File: config.mk
export PLATFORM = sky130hd
export DESIGN_NAME = string_pov_receiver_flat
export DESIGN_NICKNAME = d
export VERILOG_FILES = /design/src/rtl/string_pov_receiver_if.sv /design/src/rtl/string_pov_receiver.sv /design/src/flat_wrapper.sv
export SDC_FILE = /design/constraint.sdc
export NUM_CORES = 1
export LEC_CHECK = 0
export BUFFER_PORTS_ARGS = -buffer_cell sky130_fd_sc_hd__buf_4
export CORE_AREA = 2 2 172 174
export CTS_BUF_LIST = sky130_fd_sc_hd__clkbuf_8
export DETAILED_ROUTE_END_ITERATION = 8
export DIE_AREA = 0 0 174 176
export PLACE_DENSITY = 0.52
export SLEW_MARGIN = 40
export SYNTH_ARGS = -nofsm -noshare
export SYNTH_HDL_FRONTEND = slang
export SYNTH_SLANG_ARGS = --single-unit
File: constraint.sdc
create_clock -name clk -period 5.05 [get_ports clk]
set_input_delay 0 -clock clk [delete_from_list [all_inputs] [get_ports clk]]
set_output_delay 0 -clock clk [all_outputs]
set_load 0.01 [all_outputs]
File: src/rtl/string_pov_receiver_if.sv
// Signal bundle between the POV string receiver and its line/display side.
// The receiver takes the slave view; the driver of the serial line and the
// consumer of the string image take the master view.
interface string_pov_receiver_if #(
  parameter int N_CHARS = 11,
  parameter int CHAR_W  = 7
);
  logic                          RecvBit;
  logic [0:N_CHARS*CHAR_W-1]     StringPOV;
  logic                          Complete;
  logic                          ParityError;
  logic                          FrameError;
  logic                          Busy;

  modport master (
    output RecvBit,
    input  StringPOV, Complete, ParityError, FrameError, Busy
  );

  modport slave (
    input  RecvBit,
    output StringPOV, Complete, ParityError, FrameError, Busy
  );
endinterface

File: src/rtl/string_pov_receiver.sv
// POV string link receiver: recovers 10-bit character frames (start, 7 data
// LSB first, even parity, stop) and assembles up to N_CHARS characters into a
// string image. A null character or a full string ends the string; the image
// is then published on StringPOV together with a one-cycle Complete pulse.
module string_pov_receiver #(
  parameter int CLKS_PER_BIT = 16,
  parameter int N_CHARS      = 11,
  parameter int CHAR_W       = 7
) (
  input  logic                 clk,
  input  logic                 Reset,
  string_pov_receiver_if.slave bus
);

  localparam int POV_W  = N_CHARS * CHAR_W;
  localparam int CNT_W  = $clog2(CLKS_PER_BIT);
  localparam int BASE_W = $clog2(POV_W);
  localparam logic [CNT_W-1:0] HALF_LAST = CNT_W'(CLKS_PER_BIT / 2 - 1);
  localparam logic [CNT_W-1:0] BIT_LAST  = CNT_W'(CLKS_PER_BIT - 1);
  localparam logic [2:0]       LAST_BIT  = 3'(CHAR_W - 1);
  localparam logic [3:0]       LAST_CHAR = 4'(N_CHARS - 1);

  typedef enum logic [2:0] {
    S_IDLE, S_START, S_DATA, S_PARITY, S_STOP, S_RESYNC, S_STORE, S_DONE
  } state_t;

  state_t              state, next_state;
  logic                sync1, sync2, line_q;
  logic                line, fall;
  logic [CNT_W-1:0]    baud_cnt;
  logic                half_tick, bit_tick;
  logic [2:0]          bit_idx;
  logic [CHAR_W-1:0]   char_buf;
  logic                sticky_perr;
  logic [3:0]          char_idx;
  logic [BASE_W-1:0]   slot_base;
  logic [0:POV_W-1]    shadow;
  logic [0:POV_W-1]    string_pov;
  logic                parity_error, complete, frame_error, busy;

  assign line      = sync2;
  assign fall      = line_q & ~sync2;
  assign half_tick = (baud_cnt == HALF_LAST);
  assign bit_tick  = (baud_cnt == BIT_LAST);
  assign slot_base = BASE_W'(char_idx * CHAR_W);

  // Two-flop synchroniser for the asynchronous line plus one delay flop for edge detection.
  always_ff @(posedge clk or negedge Reset) begin
    // NOTE: sequential state uses non-blocking assignments so every flop samples pre-edge values.
    if (!Reset) begin
      sync1  <= 1'b1;
      sync2  <= 1'b1;
      line_q <= 1'b1;
    end else begin
      sync1  <= bus.RecvBit;
      sync2  <= sync1;
      line_q <= sync2;
    end
  end

  // FSM state register.
  always_ff @(posedge clk or negedge Reset) begin
    if (!Reset) state <= S_IDLE;
    else        state <= next_state;
  end

  // FSM next-state logic.
  always_comb begin
    // NOTE: next_state gets a default before the case so no latch is inferred.
    next_state = state;
    case (state)
      S_IDLE:   if (fall) next_state = S_START;
      S_START:  if (half_tick) next_state = line ? S_IDLE : S_DATA;
      S_DATA:   if (bit_tick && bit_idx == LAST_BIT) next_state = S_PARITY;
      S_PARITY: if (bit_tick) next_state = S_STOP;
      S_STOP:   if (bit_tick) next_state = line ? S_STORE : S_RESYNC;
      S_RESYNC: if (line) next_state = S_IDLE;
      S_STORE:  next_state = (char_buf == '0 || char_idx == LAST_CHAR) ? S_DONE : S_IDLE;
      S_DONE:   next_state = S_IDLE;
      default:  next_state = S_IDLE;
    endcase
  end

  // Baud counter: half a bit to the start-bit centre, then whole bits between mid-bit samples.
  always_ff @(posedge clk or negedge Reset) begin
    if (!Reset) begin
      baud_cnt <= '0;
    end else begin
      case (state)
        S_START:                  baud_cnt <= half_tick ? '0 : baud_cnt + CNT_W'(1);
        S_DATA, S_PARITY, S_STOP: baud_cnt <= bit_tick  ? '0 : baud_cnt + CNT_W'(1);
        default:                  baud_cnt <= '0;
      endcase
    end
  end

  // Character assembly, parity accumulation, shadow string and published image.
  always_ff @(posedge clk or negedge Reset) begin
    if (!Reset) begin
      bit_idx      <= '0;
      char_buf     <= '0;
      sticky_perr  <= 1'b0;
      char_idx     <= '0;
      // NOTE: the shadow string is plain flops and is reset so unfilled slots always read 0.
      shadow       <= '0;
      string_pov   <= '0;
      parity_error <= 1'b0;
    end else begin
      case (state)
        S_DATA: if (bit_tick) begin
          char_buf[bit_idx] <= line;
          bit_idx           <= (bit_idx == LAST_BIT) ? '0 : bit_idx + 3'd1;
        end
        S_PARITY: if (bit_tick) sticky_perr <= sticky_perr | (line ^ (^char_buf));
        S_STORE: begin
          shadow[slot_base +: CHAR_W] <= char_buf;
          if (next_state == S_IDLE) char_idx <= char_idx + 4'd1;
        end
        S_DONE: begin
          string_pov   <= shadow;
          parity_error <= sticky_perr;
          shadow       <= '0;
          char_idx     <= '0;
          sticky_perr  <= 1'b0;
        end
        default: ;
      endcase
    end
  end

  // Registered status outputs, decoded one cycle ahead so they align with the state they describe.
  always_ff @(posedge clk or negedge Reset) begin
    if (!Reset) begin
      complete    <= 1'b0;
      frame_error <= 1'b0;
      busy        <= 1'b0;
    end else begin
      complete    <= (next_state == S_DONE);
      frame_error <= (state == S_STOP) && bit_tick && !line;
      busy        <= (next_state != S_IDLE);
    end
  end

  assign bus.StringPOV   = string_pov;
  assign bus.Complete    = complete;
  assign bus.ParityError = parity_error;
  assign bus.FrameError  = frame_error;
  assign bus.Busy        = busy;

endmodule

File: src/flat_wrapper.sv
// flat-port wrapper written by rule: the top's interface ports become plain ports
module string_pov_receiver_flat 
#(
  parameter int CLKS_PER_BIT = 16,
  parameter int N_CHARS      = 11,
  parameter int CHAR_W       = 7
)
  (clk, Reset, bus_RecvBit, bus_StringPOV, bus_Complete, bus_ParityError, bus_FrameError, bus_Busy);
  string_pov_receiver_if #(.N_CHARS(N_CHARS), .CHAR_W(CHAR_W)) bus_i ();
  input  logic clk;
  input  logic Reset;
  input wire logic [$bits(bus_i.RecvBit)-1:0] bus_RecvBit;
  output wire logic [$bits(bus_i.StringPOV)-1:0] bus_StringPOV;
  output wire logic [$bits(bus_i.Complete)-1:0] bus_Complete;
  output wire logic [$bits(bus_i.ParityError)-1:0] bus_ParityError;
  output wire logic [$bits(bus_i.FrameError)-1:0] bus_FrameError;
  output wire logic [$bits(bus_i.Busy)-1:0] bus_Busy;
  assign bus_i.RecvBit = bus_RecvBit;
  assign bus_StringPOV = bus_i.StringPOV;
  assign bus_Complete = bus_i.Complete;
  assign bus_ParityError = bus_i.ParityError;
  assign bus_FrameError = bus_i.FrameError;
  assign bus_Busy = bus_i.Busy;
  string_pov_receiver #(.CLKS_PER_BIT(CLKS_PER_BIT), .N_CHARS(N_CHARS), .CHAR_W(CHAR_W)) u_core (.clk(clk), .Reset(Reset), .bus(bus_i));
endmodule
==> out/qor.json <==
{
  "mappedNetlistNets": {"value": 1162},
  "fmax": {"value": 0.213, "unit": "GHz"},
  "final_critical_path_setup_slack": {"value": 0.352, "unit": "ns"},
  "port-buffer-count": {"value": 83},
  "design.die.area": {"value": 30600, "unit": "µm²"},
  "synthTopCellsByArea": {"value": "sky130_fd_sc_hd__dfrtp_1, sky130_fd_sc_hd__nand2_1, sky130_fd_sc_hd__mux2i_1"},
  "drt_pre_antenna_iters": {"value": 5},
  "setup_repair_after_global_routing_missed_its_margin": {"value": "false"},
  "tritoncts": {"value": "built"},
  "postSynthRegisterBits": {"value": 183},
  "synth_area": {"value": 9940, "unit": "µm²"},
  "grt_max_degree": {"value": 88},
  "layout_common_cells": {"value": "sky130_fd_sc_hd__nand2_1, sky130_fd_sc_hd__dfrtp_1, sky130_fd_sc_hd__buf_4"},
  "detailroute.via_count": {"value": 8784},
  "final_layout_setup_total_negative_slack": {"value": 0, "unit": "ns"},
  "dp_worst_setup_slack": {"value": 0.443, "unit": "ns"},
  "htree_levels": {"value": 4},
  "placement_rows": {"value": 62},
  "ctsLongestPathBuffers": {"value": 2},
  "fin_skew": {"value": 0.0226, "unit": "ns"},
  "startpoint_type": {"value": "flop"},
  "routed_wl": {"value": 32600, "unit": "µm"},
  "startpoint": {"value": "u_core.char_idx[1]"},
  "detail_route.iter0.violations": {"value": 752},
  "postSynth.asyncResetShare": {"value": 100, "unit": "%"},
  "via_per_inst": {"value": 5.49},
  "layout-area-overhead-vs-synth": {"value": 15.1, "unit": "%"},
  "timing.hold.ws": {"value": 0.101, "unit": "ns"},
  "cp.required": {"value": 5.38, "unit": "ns"},
  "cp-end-kind": {"value": "flop"},
  "regToRegSetupSlack": {"value": 0.35, "unit": "ns"},
  "outcome": {"value": "complete, no violations"},
  "gr_layer_usage_met1": {"value": 29.4, "unit": "%"},
  "critical_path_maximum_fanout": {"value": 18},
  "cp.arrival": {"value": 5.03, "unit": "ns"},
  "diodes": {"value": 0},
  "post_synth.cell_area_avg": {"value": 8.73, "unit": "µm²"},
  "crit_type": {"value": "reg2reg"},
  "core_area": {"value": 28500, "unit": "µm²"},
  "slew_violations": {"value": 0},
  "antenna_found_initial": {"value": 0},
  "synthDistinctLibCells": {"value": 78},
  "max_slew.worst_pin.slew": {"value": 0.872, "unit": "ns"},
  "count_of_flip_flops_with_a_built_in_enable_after_synthesis": {"value": 0},
  "ir_worst_vdd": {"value": 0.000131, "unit": "V"},
  "powerDensity": {"value": 242, "unit": "nW/µm²"},
  "clock_insertion_delay_worst_skew": {"value": 0.50, "unit": "ns"},
  "number_of_primary_i_o_pins": {"value": 84},
  "min_period_over_period": {"value": 93.0, "unit": "%"},
  "ys.flop_type": {"value": "sky130_fd_sc_hd__dfrtp_1"},
  "die_width": {"value": 174, "unit": "µm"},
  "groute.layer.met3.usage": {"value": 4.35, "unit": "%"},
  "layout.cells.most_common": {"value": "sky130_fd_sc_hd__nand2_1"},
  "synth.largest_area_cell": {"value": "sky130_fd_sc_hd__dfrtp_1"},
  "hold_viol": {"value": 0},
  "final-setup-viol-count": {"value": 0},
  "cts_made_buffers": {"value": 17},
  "power_leakage": {"value": 5.38, "unit": "nW"},
  "grtUsageTotal": {"value": 21.7, "unit": "%"},
  "synth_seq_area_share": {"value": 46.1, "unit": "%"},
  "via_count_of_the_first_global_routing_pass": {"value": 8657},
  "detailedPlacementHpwl": {"value": 23300, "unit": "µm"},
  "layout-drive-gt1-share": {"value": 14.9, "unit": "%"},
  "globalplace.congestion": {"value": 0.977},
  "top_usage_layer": {"value": "met2"},
  "max_cap_viol_count": {"value": 0},
  "grt_use_met2": {"value": 34.5, "unit": "%"},
  "nNetsFinal": {"value": 1227},
  "die_height": {"value": 176, "unit": "µm"},
  "regToRegStartpoint": {"value": "u_core.char_idx[1]"},
  "timing.max_slew.rel_slack": {"value": 41.9, "unit": "%"},
  "cts_root_buffer": {"value": "sky130_fd_sc_hd__clkbuf_8"},
  "yosys_warnings": {"value": 0},
  "clock_sinks": {"value": 183},
  "period_needed": {"value": 4.70, "unit": "ns"},
  "post_synth_inst_count": {"value": 1138},
  "floorplan.initialDensity": {"value": 34.8, "unit": "%"},
  "synth_top_area_share": {"value": 45.3, "unit": "%"},
  "globalRouteOverflowTotal": {"value": 0},
  "worst_hold_path_type": {"value": "in2async"},
  "grt_first_pass_wirelength": {"value": 51300, "unit": "µm"},
  "post-route-drc-count": {"value": 0},
  "routedWlPerCell": {"value": 20.4, "unit": "µm"},
  "final_antenna_net_count": {"value": 0},
  "clkSlewWorstSetupHoldPaths": {"value": 0.12, "unit": "ns"}
}
==> critical path, cell delays in order, from the launching register on <==
cell and delay (ns):
sky130_fd_sc_hd__dfrtp_1 0.55, sky130_fd_sc_hd__fa_1 0.48, sky130_fd_sc_hd__ha_1 0.24, sky130_fd_sc_hd__fa_1 0.84
sky130_fd_sc_hd__nand3_1 0.34, sky130_fd_sc_hd__nor2_1 0.34, sky130_fd_sc_hd__nand3_2 0.20, sky130_fd_sc_hd__nor3_1 0.40
sky130_fd_sc_hd__nor2_1 0.26, sky130_fd_sc_hd__buf_4 0.27, sky130_fd_sc_hd__o311ai_0 0.45, sky130_fd_sc_hd__o41ai_1 0.16
==> cell type report <==
type | instances | area (µm²)
clock buffers | 17 | 234
repair buffers | 115 | 880
clock inverters | 15 | 163
multi-input cells | 856 | 4980
fillers | 3025 | 17100
well taps | 384 | 480
flip-flops and latches | 183 | 4580
inverters | 30 | 113
==> routing by layer <==
| layer | up-vias | part of all wire [%] |
|---|---|---|
| li1 | 4095 | - |
| met1 | 4304 | 44 |
| met2 | 317 | 46 |
| met3 | 68 | 6.3 |
| met4 | 0 | 3.2 |
| met5 | - | 0 |
==> where the power goes <==
| group | total, mW | internal [mW] | switching [mW] |
|---|---|---|---|
| clock | 1.01 | 0.371 | 0.642 |
| sequential | 1.57 | 1.49 | 0.0810 |
| combinational | 0.183 | 0.0697 | 0.113 |
| total | 2.77 | 1.93 | 0.836 |
==> synthesized netlist by cell type, drive strengths merged, types with 5 or more instances <==
| cell | count |
|---|---|
| nand3 | 31 |
| mux2i | 35 |
| nand2 | 353 |
| a22oi | 6 |
| inv | 29 |
| o211ai | 14 |
| buf | 21 |
| xnor2 | 14 |
| nor2b | 7 |
| o31ai | 16 |
| or3 | 7 |
| a31oi | 8 |
| and3 | 7 |
| mux2 | 6 |
| o41ai | 10 |
| o311ai | 9 |
| nand4 | 9 |
| a211o | 5 |
| o21ai | 54 |
| a32o | 7 |
| ha | 17 |
| nor4 | 11 |
| o22ai | 12 |
| dfrtp | 180 |
| clkbuf | 48 |
| nand2b | 15 |
| nor3 | 25 |
| a211oi | 6 |
| a21oi | 36 |
| nor2 | 66 |
==> kinds of logic (layout without fill, tap and decap cells) <==
kind of cell | count (synthesis) | in the layout | share of synthesized area [%]
simple gates | 552 | 552 | 24.4
mux | 45 | 45 | 5.11
fa+ha+maj | 21 | 21 | 2.95
buf+inv | 99 | 177 | 4.08
flops | 183 | 183 | 46.1
compound gates | 222 | 222 | 15.6
xor+xnor | 16 | 16 | 1.71
==> repair_timing <==
| action | in CTS | in global routing |
|---|---|---|
| resized for setup | 0 | 0 |
| hold endpoints to repair | 86 | 0 |
| setup buffers | 0 | 0 |
| hold buffers | 2 | 0 |
==> metrics by stage <==
stage	cell area (µm²)	utilization, %	instances	power [mW]
after CTS	11400	40.0	1600	2.80
after global placement	11000	38.5	1565	1.79
after global routing	11400	40.1	1600	2.89
final	11400	40.1	1600	2.77
after detailed placement	11000	38.6	1566	1.78
after floorplan	9940	-	1138	1.69
==> final timing paths <==
check                                                end  cells after the start
worst max-delay path                   u_core.shadow[44]                     11
worst min-delay path            u_core.bus.StringPOV[16]                      2
worst max register to register         u_core.shadow[44]                     11
worst min register to register               u_core.line                      0
max in group asynchronous                u_core.state[0]                      3
min in group clk                            u_core.sync1                      2
==> flip-flops by register name, summed over array words and instances (netlist names) <==
register                flops
u_core.sticky_perr          1
u_core.line                 1
u_core.bus.Busy             1
u_core.char_buf             7
u_core.bus.Complete         1
u_core.sync1                1
u_core.char_idx             4
u_core.baud_cnt             4
u_core.state                3
u_core.bus.FrameError       1
u_core.bit_idx              3
u_core.bus.ParityError      1
u_core.bus.StringPOV       77
u_core.line_q               1
u_core.shadow              77
(Power assumes the default switching activity.)
